## config.mk

```make
export PLATFORM = sky130hd
export DESIGN_NAME = fir_output_buffer_flat
export DESIGN_NICKNAME = d
export VERILOG_FILES = /design/src/rtl/fir_output_buffer_if.sv /design/src/rtl/fir_output_buffer.sv /design/src/flat_wrapper.sv
export SDC_FILE = /design/constraint.sdc
export NUM_CORES = 2
export LEC_CHECK = 0
export CORE_MARGIN = 2
export CORE_UTILIZATION = 23
export DETAILED_ROUTE_END_ITERATION = 16
export PLACE_DENSITY = 0.46
export SLEW_MARGIN = 30
export SYNTH_ARGS = -nofsm -noshare
export SYNTH_HDL_FRONTEND = slang
export SYNTH_SLANG_ARGS = --single-unit
export TNS_END_PERCENT = 1
```

## constraint.sdc

```tcl
create_clock -name clk -period 3.5 [get_ports clk]
set_input_delay 0.7 -clock clk [delete_from_list [all_inputs] [get_ports clk]]
set_output_delay 0.7 -clock clk [all_outputs]
set_load 0.02 [all_outputs]
```

## src/rtl/fir_output_buffer_if.sv

```systemverilog
// Bundle of the FIR output buffer signals. The master side is the
// sample source plus the CSR read path. The slave side is the buffer itself.
interface fir_output_buffer_if #(
  parameter int DEPTH  = 64,
  parameter int ADDR_W = $clog2(DEPTH)
);
  logic              enable;
  logic              clear;
  logic              sample_valid;
  logic [15:0]       sample;
  logic              rd_req;
  logic [31:0]       rd_data;
  logic              rd_valid;
  logic [ADDR_W:0]   level;
  logic              empty;
  logic              full;
  logic              overflow;
  logic              underflow;

  modport master (
    output enable, clear, sample_valid, sample, rd_req,
    input  rd_data, rd_valid, level, empty, full, overflow, underflow
  );

  modport slave (
    input  enable, clear, sample_valid, sample, rd_req,
    output rd_data, rd_valid, level, empty, full, overflow, underflow
  );
endinterface

```

## src/rtl/fir_output_buffer.sv

```systemverilog
// FIR output buffer. It packs pairs of 16-bit samples into 32-bit words,
// with the older sample in the low half, and stores them in a synchronous
// FIFO that the CSR read path drains. Status and sticky error flags are
// registered.
module fir_output_buffer #(
  parameter int DEPTH  = 64,
  parameter int ADDR_W = $clog2(DEPTH)
) (
  input  logic clk,
  input  logic rst_n,
  fir_output_buffer_if.slave bus
);
  localparam int LVL_W = ADDR_W + 1;
  localparam logic [LVL_W-1:0] LVL_FULL = LVL_W'(DEPTH);

  typedef enum logic [0:0] {
    ST_LOW  = 1'b0,
    ST_HIGH = 1'b1
  } pack_state_t;

  pack_state_t       state_r;
  pack_state_t       state_nxt_s;
  logic [15:0]       held_r;
  logic              latch_low_s;
  logic              wr_req_s;
  logic [31:0]       wr_word_s;

  logic [31:0]       mem_r [DEPTH];
  logic [ADDR_W-1:0] wr_ptr_r;
  logic [ADDR_W-1:0] rd_ptr_r;
  logic [LVL_W-1:0]  level_r;
  logic [LVL_W-1:0]  level_nxt_s;
  logic              empty_r;
  logic              full_r;
  logic              overflow_r;
  logic              underflow_r;
  logic              rd_valid_r;
  logic [31:0]       rd_data_r;

  logic              wr_accept_s;
  logic              rd_accept_s;
  logic              ovf_event_s;
  logic              unf_event_s;

  // Pack FSM next state: clear and disable force LOW, and only valid samples advance it.
  always_comb begin
    state_nxt_s = state_r;
    latch_low_s = 1'b0;
    wr_req_s    = 1'b0;
    wr_word_s   = {bus.sample, held_r};
    if (bus.clear) begin
      state_nxt_s = ST_LOW;
    end else if (!bus.enable) begin
      state_nxt_s = ST_LOW;
    end else if (bus.sample_valid) begin
      case (state_r)
        ST_LOW: begin
          latch_low_s = 1'b1;
          state_nxt_s = ST_HIGH;
        end
        ST_HIGH: begin
          wr_req_s    = 1'b1;
          state_nxt_s = ST_LOW;
        end
        default: begin
          state_nxt_s = ST_LOW;
        end
      endcase
    end else begin
      state_nxt_s = state_r;
    end
  end

  // Accept reads and writes. A read frees a slot, so a write while full still fits in that cycle.
  always_comb begin
    rd_accept_s = 1'b0;
    wr_accept_s = 1'b0;
    ovf_event_s = 1'b0;
    unf_event_s = 1'b0;
    if (bus.clear) begin
      rd_accept_s = 1'b0;
      wr_accept_s = 1'b0;
    end else begin
      if (bus.rd_req) begin
        if (!empty_r) begin
          rd_accept_s = 1'b1;
        end else begin
          unf_event_s = 1'b1;
        end
      end else begin
        rd_accept_s = 1'b0;
      end
      if (wr_req_s) begin
        if (!full_r || rd_accept_s) begin
          wr_accept_s = 1'b1;
        end else begin
          ovf_event_s = 1'b1;
        end
      end else begin
        wr_accept_s = 1'b0;
      end
    end
  end

  // Next fill level: a write alone adds one, a read alone removes one, and clear empties the FIFO.
  always_comb begin
    level_nxt_s = level_r;
    if (bus.clear) begin
      level_nxt_s = {LVL_W{1'b0}};
    end else begin
      case ({wr_accept_s, rd_accept_s})
        2'b10:   level_nxt_s = level_r + LVL_W'(1);
        2'b01:   level_nxt_s = level_r - LVL_W'(1);
        default: level_nxt_s = level_r;
      endcase
    end
  end

  // Pack state register and held low half-word.
  always_ff @(posedge clk or negedge rst_n) begin
    if (!rst_n) begin
      state_r <= ST_LOW;
      held_r  <= 16'h0000;
    end else begin
      state_r <= state_nxt_s;
      if (bus.clear) begin
        held_r <= 16'h0000;
      end else if (latch_low_s) begin
        held_r <= bus.sample;
      end
    end
  end

  // FIFO storage. It has no reset because stale contents are never read.
  always_ff @(posedge clk) begin
    if (wr_accept_s) begin
      mem_r[wr_ptr_r] <= wr_word_s;
    end
  end

  // Pointers, level, status and sticky flags.
  always_ff @(posedge clk or negedge rst_n) begin
    if (!rst_n) begin
      wr_ptr_r    <= {ADDR_W{1'b0}};
      rd_ptr_r    <= {ADDR_W{1'b0}};
      level_r     <= {LVL_W{1'b0}};
      empty_r     <= 1'b1;
      full_r      <= 1'b0;
      overflow_r  <= 1'b0;
      underflow_r <= 1'b0;
    end else if (bus.clear) begin
      wr_ptr_r    <= {ADDR_W{1'b0}};
      rd_ptr_r    <= {ADDR_W{1'b0}};
      level_r     <= {LVL_W{1'b0}};
      empty_r     <= 1'b1;
      full_r      <= 1'b0;
      overflow_r  <= 1'b0;
      underflow_r <= 1'b0;
    end else begin
      if (wr_accept_s) begin
        wr_ptr_r <= wr_ptr_r + ADDR_W'(1);
      end
      if (rd_accept_s) begin
        rd_ptr_r <= rd_ptr_r + ADDR_W'(1);
      end
      level_r     <= level_nxt_s;
      empty_r     <= (level_nxt_s == {LVL_W{1'b0}});
      full_r      <= (level_nxt_s == LVL_FULL);
      overflow_r  <= overflow_r | ovf_event_s;
      underflow_r <= underflow_r | unf_event_s;
    end
  end

  // Registered read port. rd_data holds its value when nothing is read.
  always_ff @(posedge clk or negedge rst_n) begin
    if (!rst_n) begin
      rd_data_r  <= 32'h0000_0000;
      rd_valid_r <= 1'b0;
    end else begin
      rd_valid_r <= rd_accept_s;
      if (rd_accept_s) begin
        rd_data_r <= mem_r[rd_ptr_r];
      end
    end
  end

  assign bus.rd_data   = rd_data_r;
  assign bus.rd_valid  = rd_valid_r;
  assign bus.level     = level_r;
  assign bus.empty     = empty_r;
  assign bus.full      = full_r;
  assign bus.overflow  = overflow_r;
  assign bus.underflow = underflow_r;

endmodule

```

## src/flat_wrapper.sv

```systemverilog
// flat-port wrapper written by rule: the top's interface ports become plain ports
module fir_output_buffer_flat 
#(
  parameter int DEPTH  = 64,
  parameter int ADDR_W = $clog2(DEPTH)
)
  (clk, rst_n, bus_enable, bus_clear, bus_sample_valid, bus_sample, bus_rd_req, bus_rd_data, bus_rd_valid, bus_level, bus_empty, bus_full, bus_overflow, bus_underflow);
  fir_output_buffer_if #(.DEPTH(DEPTH), .ADDR_W(ADDR_W)) bus_i ();
  input  logic clk;
  input  logic rst_n;
  input wire logic [$bits(bus_i.enable)-1:0] bus_enable;
  input wire logic [$bits(bus_i.clear)-1:0] bus_clear;
  input wire logic [$bits(bus_i.sample_valid)-1:0] bus_sample_valid;
  input wire logic [$bits(bus_i.sample)-1:0] bus_sample;
  input wire logic [$bits(bus_i.rd_req)-1:0] bus_rd_req;
  output wire logic [$bits(bus_i.rd_data)-1:0] bus_rd_data;
  output wire logic [$bits(bus_i.rd_valid)-1:0] bus_rd_valid;
  output wire logic [$bits(bus_i.level)-1:0] bus_level;
  output wire logic [$bits(bus_i.empty)-1:0] bus_empty;
  output wire logic [$bits(bus_i.full)-1:0] bus_full;
  output wire logic [$bits(bus_i.overflow)-1:0] bus_overflow;
  output wire logic [$bits(bus_i.underflow)-1:0] bus_underflow;
  assign bus_i.enable = bus_enable;
  assign bus_i.clear = bus_clear;
  assign bus_i.sample_valid = bus_sample_valid;
  assign bus_i.sample = bus_sample;
  assign bus_i.rd_req = bus_rd_req;
  assign bus_rd_data = bus_i.rd_data;
  assign bus_rd_valid = bus_i.rd_valid;
  assign bus_level = bus_i.level;
  assign bus_empty = bus_i.empty;
  assign bus_full = bus_i.full;
  assign bus_overflow = bus_i.overflow;
  assign bus_underflow = bus_i.underflow;
  fir_output_buffer #(.DEPTH(DEPTH), .ADDR_W(ADDR_W)) u_core (.clk(clk), .rst_n(rst_n), .bus(bus_i));
endmodule
```

==> flow_summary.json <==
{
  "status": "complete, no violations",
  "synth_edf_count": 2048,
  "worstReg2RegEnd": "u_core.bus.rd_data[18]",
  "clockRootBuffer": "clkbuf_16",
  "drtPass1Iterations": 5,
  "yosysSeqAreaShare": 0.777,
  "period_share": 0.918,
  "ys.flop_type": "edfxtp_1",
  "ctsHtreeMaxLevel": 4,
  "setup_viol": 0,
  "synth_area_um2": 81500,
  "grt_pass1_vias": 41000,
  "path_clk_slew_ns": 0.06,
  "rsz0062_at_grt": "no",
  "crit_top_cell": "mux4_2",
  "slowest_stage": "dfrtp_4",
  "fin_cells": 9085,
  "required_ns": 4.24,
  "cts_tree": "yes",
  "drtIter0Drc": 3904,
  "startpoint_type": "register",
  "clk_latency_ns": 0.88,
  "hpwlAfterDp_um": 130000,
  "ios": 66,
  "tightest_slew_ns": 0.986,
  "end_kind": "register",
  "grt.overflow.total": 0,
  "areaGrowthSynthToFinish_pct": 20.4,
  "p_sw_frac": 0.203,
  "nets": 4185,
  "crit_type": "reg -> reg",
  "fp.dieH_um": 599,
  "grtUsageTotal": 0.124,
  "drive_above_1_share": 0.269,
  "syn_inst": 3838,
  "r2r_start": "u_core.rd_ptr_r[0]",
  "period_minus_slack_ns": 3.21,
  "die_area_um2": 359000,
  "max_freq_mhz": 311,
  "whs_endpoint": "u_core.mem_r[51][20]",
  "clkPwrFrac": 0.447,
  "routed_wl_um": 227000,
  "maxCapViolations": 0,
  "power_density_nw_per_um2": 540,
  "cts_buffer_depth": 4,
  "portBuffers": 65,
  "vias_per_cell": 4.38,
  "clock_skew_ns": 0.0473,
  "synth_warnings": 0,
  "synth_cell_type_count": 54,
  "synth_nets": 3865,
  "coreArea_um2": 353000,
  "total_power_mw": 53.0,
  "maxSlewViolCount": 0,
  "row_count": 218,
  "place.gp.congestion": 0.728,
  "start_util": 0.231,
  "ys_seq_elements": 2121,
  "netSwitchingPower_mw": 10.7,
  "cp.arrival_ns": 3.95,
  "hold_class": "in -> reg",
  "comb_power_share": 0.024,
  "crit_fanout": 14,
  "place_inst": 8661,
  "cts_num_sinks": 2121,
  "cp_cell_sequence": "buf_12, buf_4, mux4_2, mux4_2, o22ai_1, or3_1, o21ai_1",
  "cts_resized": 0,
  "whs_ns": 0.302,
  "wire_per_inst_um": 24.9,
  "slew_headroom": 0.343,
  "p_int_mw": 42.2,
  "numCtsBuffers": 223,
  "hold_depth": 1,
  "grt_pass1_wl_um": 320000,
  "grt_max_degree": 73,
  "ir_worst_vdd_mv": 0.432,
  "fill_cells": 34700,
  "vias": 39800,
  "avgSynthCellArea_um2": 21.2,
  "fin_tns_setup_ns": 0,
  "path_buf_inv": 2,
  "r2r_setup_slack_ns": 0.29,
  "antenna_found_initial": 20,
  "async_flop_share": 0.0344,
  "die_w_um": 599,
  "finalHoldViolCount": 0,
  "path_delay_family": "multiplexers",
  "r2r_cells": 7,
  "power_frac_seq": 0.529,
  "p_leak_nw": 30.0,
  "post-route-drc-count": 0,
  "min_from": "bus_sample[4]",
  "cpPeakStageDelay_ns": 0.62,
  "ant_nets": 0
}
-- flip-flops by register name (all words and copies together) (netlist names) --
| signal | cells |
|---|---|
| u_core.mem_r | 2048 |
| u_core.bus.rd_data | 32 |
| u_core.held_r | 16 |
| u_core.bus.level | 7 |
| u_core.rd_ptr_r | 6 |
| u_core.wr_ptr_r | 6 |
| u_core.bus.empty | 1 |
| u_core.bus.full | 1 |
| u_core.bus.overflow | 1 |
| u_core.bus.rd_valid | 1 |
| u_core.bus.underflow | 1 |
| u_core.state_r | 1 |
-- Yosys cell counts (32+ instances only) --
cell type  instances  share of area
mux2i_1          258          0.032
nand3_1           38         0.0023
o21ai_0           69         0.0042
mux4_2           412           0.11
or3_1             34         0.0026
nor4_1            34         0.0026
o21ai_1           32         0.0020
nor2_1           157         0.0072
clkbuf_1         100         0.0046
mux2_2            34         0.0047
dfrtp_1           72          0.022
buf_2             59         0.0036
a22oi_1           32         0.0029
nand2_1           53         0.0024
o21a_1            33         0.0030
edfxtp_1        2048           0.75
o22ai_1          161          0.012
-- power groups by stage --
stage	Clock [mW]	Sequential (mW)	Combinational, mW
2_1_floorplan	0	28.5	0.750
3_3_place_gp	0	28.5	1.28
3_5_place_dp	0	28.5	1.31
4_1_cts	24.3	28.0	1.31
5_1_grt	25.3	28.0	1.39
6_report	23.7	28.0	1.28
-- metal layers --
layer | track usage | up-vias | share of wire
li1 | - | 16700 | -
met1 | 0.177 | 21700 | 0.45
met2 | 0.197 | 1130 | 0.46
met3 | 0.0239 | 249 | 0.063
met4 | 0.0258 | 2 | 0.017
met5 | 0 | - | 0.000071
-- area by class of cell --
cell class / count / area [um2] / area share
sequential: 2121 / 63400 / 0.646
multi-input combinational: 1483 / 17400 / 0.178
clock buffer: 296 / 6130 / 0.0625
tap: 4730 / 5920 / 0.0603
timing repair buffer: 325 / 4080 / 0.0416
clock inverter: 112 / 1130 / 0.0116
antenna: 14 / 35.0 / 0.000357
inverter: 4 / 15.0 / 0.000153
-- worst register-to-register path, delay by kind of cell, from the launching register on --
kind / cells / cell delay (ns)
buffers and inverters: 2 / 0.51
AND/OR/NAND/NOR: 1 / 0.40
flip-flops: 1 / 0.62
AO/OA/AOI/OAI: 2 / 0.49
multiplexers: 2 / 1.08
-- how the worst max path moves through the flow --
stage	startpoint	end	slack (ns)	cells after the start
6_report	u_core.rd_ptr_r[0]	u_core.bus.rd_data[18]	0.29	7
3_3_place_gp	bus_enable	u_core.bus.empty	-0.37	14
3_5_place_dp	bus_enable	u_core.bus.empty	-0.27	14
5_1_grt	u_core.state_r	u_core.bus.empty	0.07	13
2_1_floorplan	bus_rd_req	u_core.mem_r[62][0]	-0.05	7
4_1_cts	u_core.rd_ptr_r[0]	u_core.bus.rd_data[18]	0.31	7
-- kinds of logic after synthesis --
group | after synthesis | synth area share
buf+inv | 234 | 0.0152
compound gates | 397 | 0.0326
mux | 708 | 0.152
fa+ha+maj | 5 | 0.000768
simple gates | 358 | 0.0209
xor+xnor | 15 | 0.00161
flops | 2121 | 0.777
-- cells in the final DEF, fill, tap and decap left out, drive strengths merged, types with 22 or more instances in the layout --
| master | instances |
|---|---|
| a21oi | 26 |
| a221oi | 32 |
| a22oi | 32 |
| buf | 276 |
| bufinv | 22 |
| clkbuf | 296 |
| clkdlybuf4s50 | 47 |
| clkinv | 78 |
| dfrtp | 72 |
| edfxtp | 2048 |
| mux2 | 34 |
| mux2i | 258 |
| mux4 | 416 |
| nand2 | 53 |
| nand3 | 38 |
| nor2 | 157 |
| nor4 | 34 |
| o21a | 33 |
| o21ai | 101 |
| o22ai | 161 |
| or3 | 34 |
-- per-stage QoR --
| step | cell area, um2 | util | worst slack [ns] |
|---|---|---|---|
| after floorplan | 81500 | - | -0.0454 |
| after global placement | 90800 | 0.257 | -0.367 |
| after detailed placement | 90800 | 0.257 | -0.271 |
| after CTS | 98100 | 0.278 | 0.310 |
| after global routing | 98100 | 0.278 | 0.0703 |
| final | 98100 | 0.278 | 0.288 |
-- repair_timing --
action                     CTS  global route
buffers inserted             0             0
setup endpoints to repair    0             0
hold buffers                 2             0
hold endpoints to repair    29             0
No activity file was read; power rests on OpenSTA's default activity.
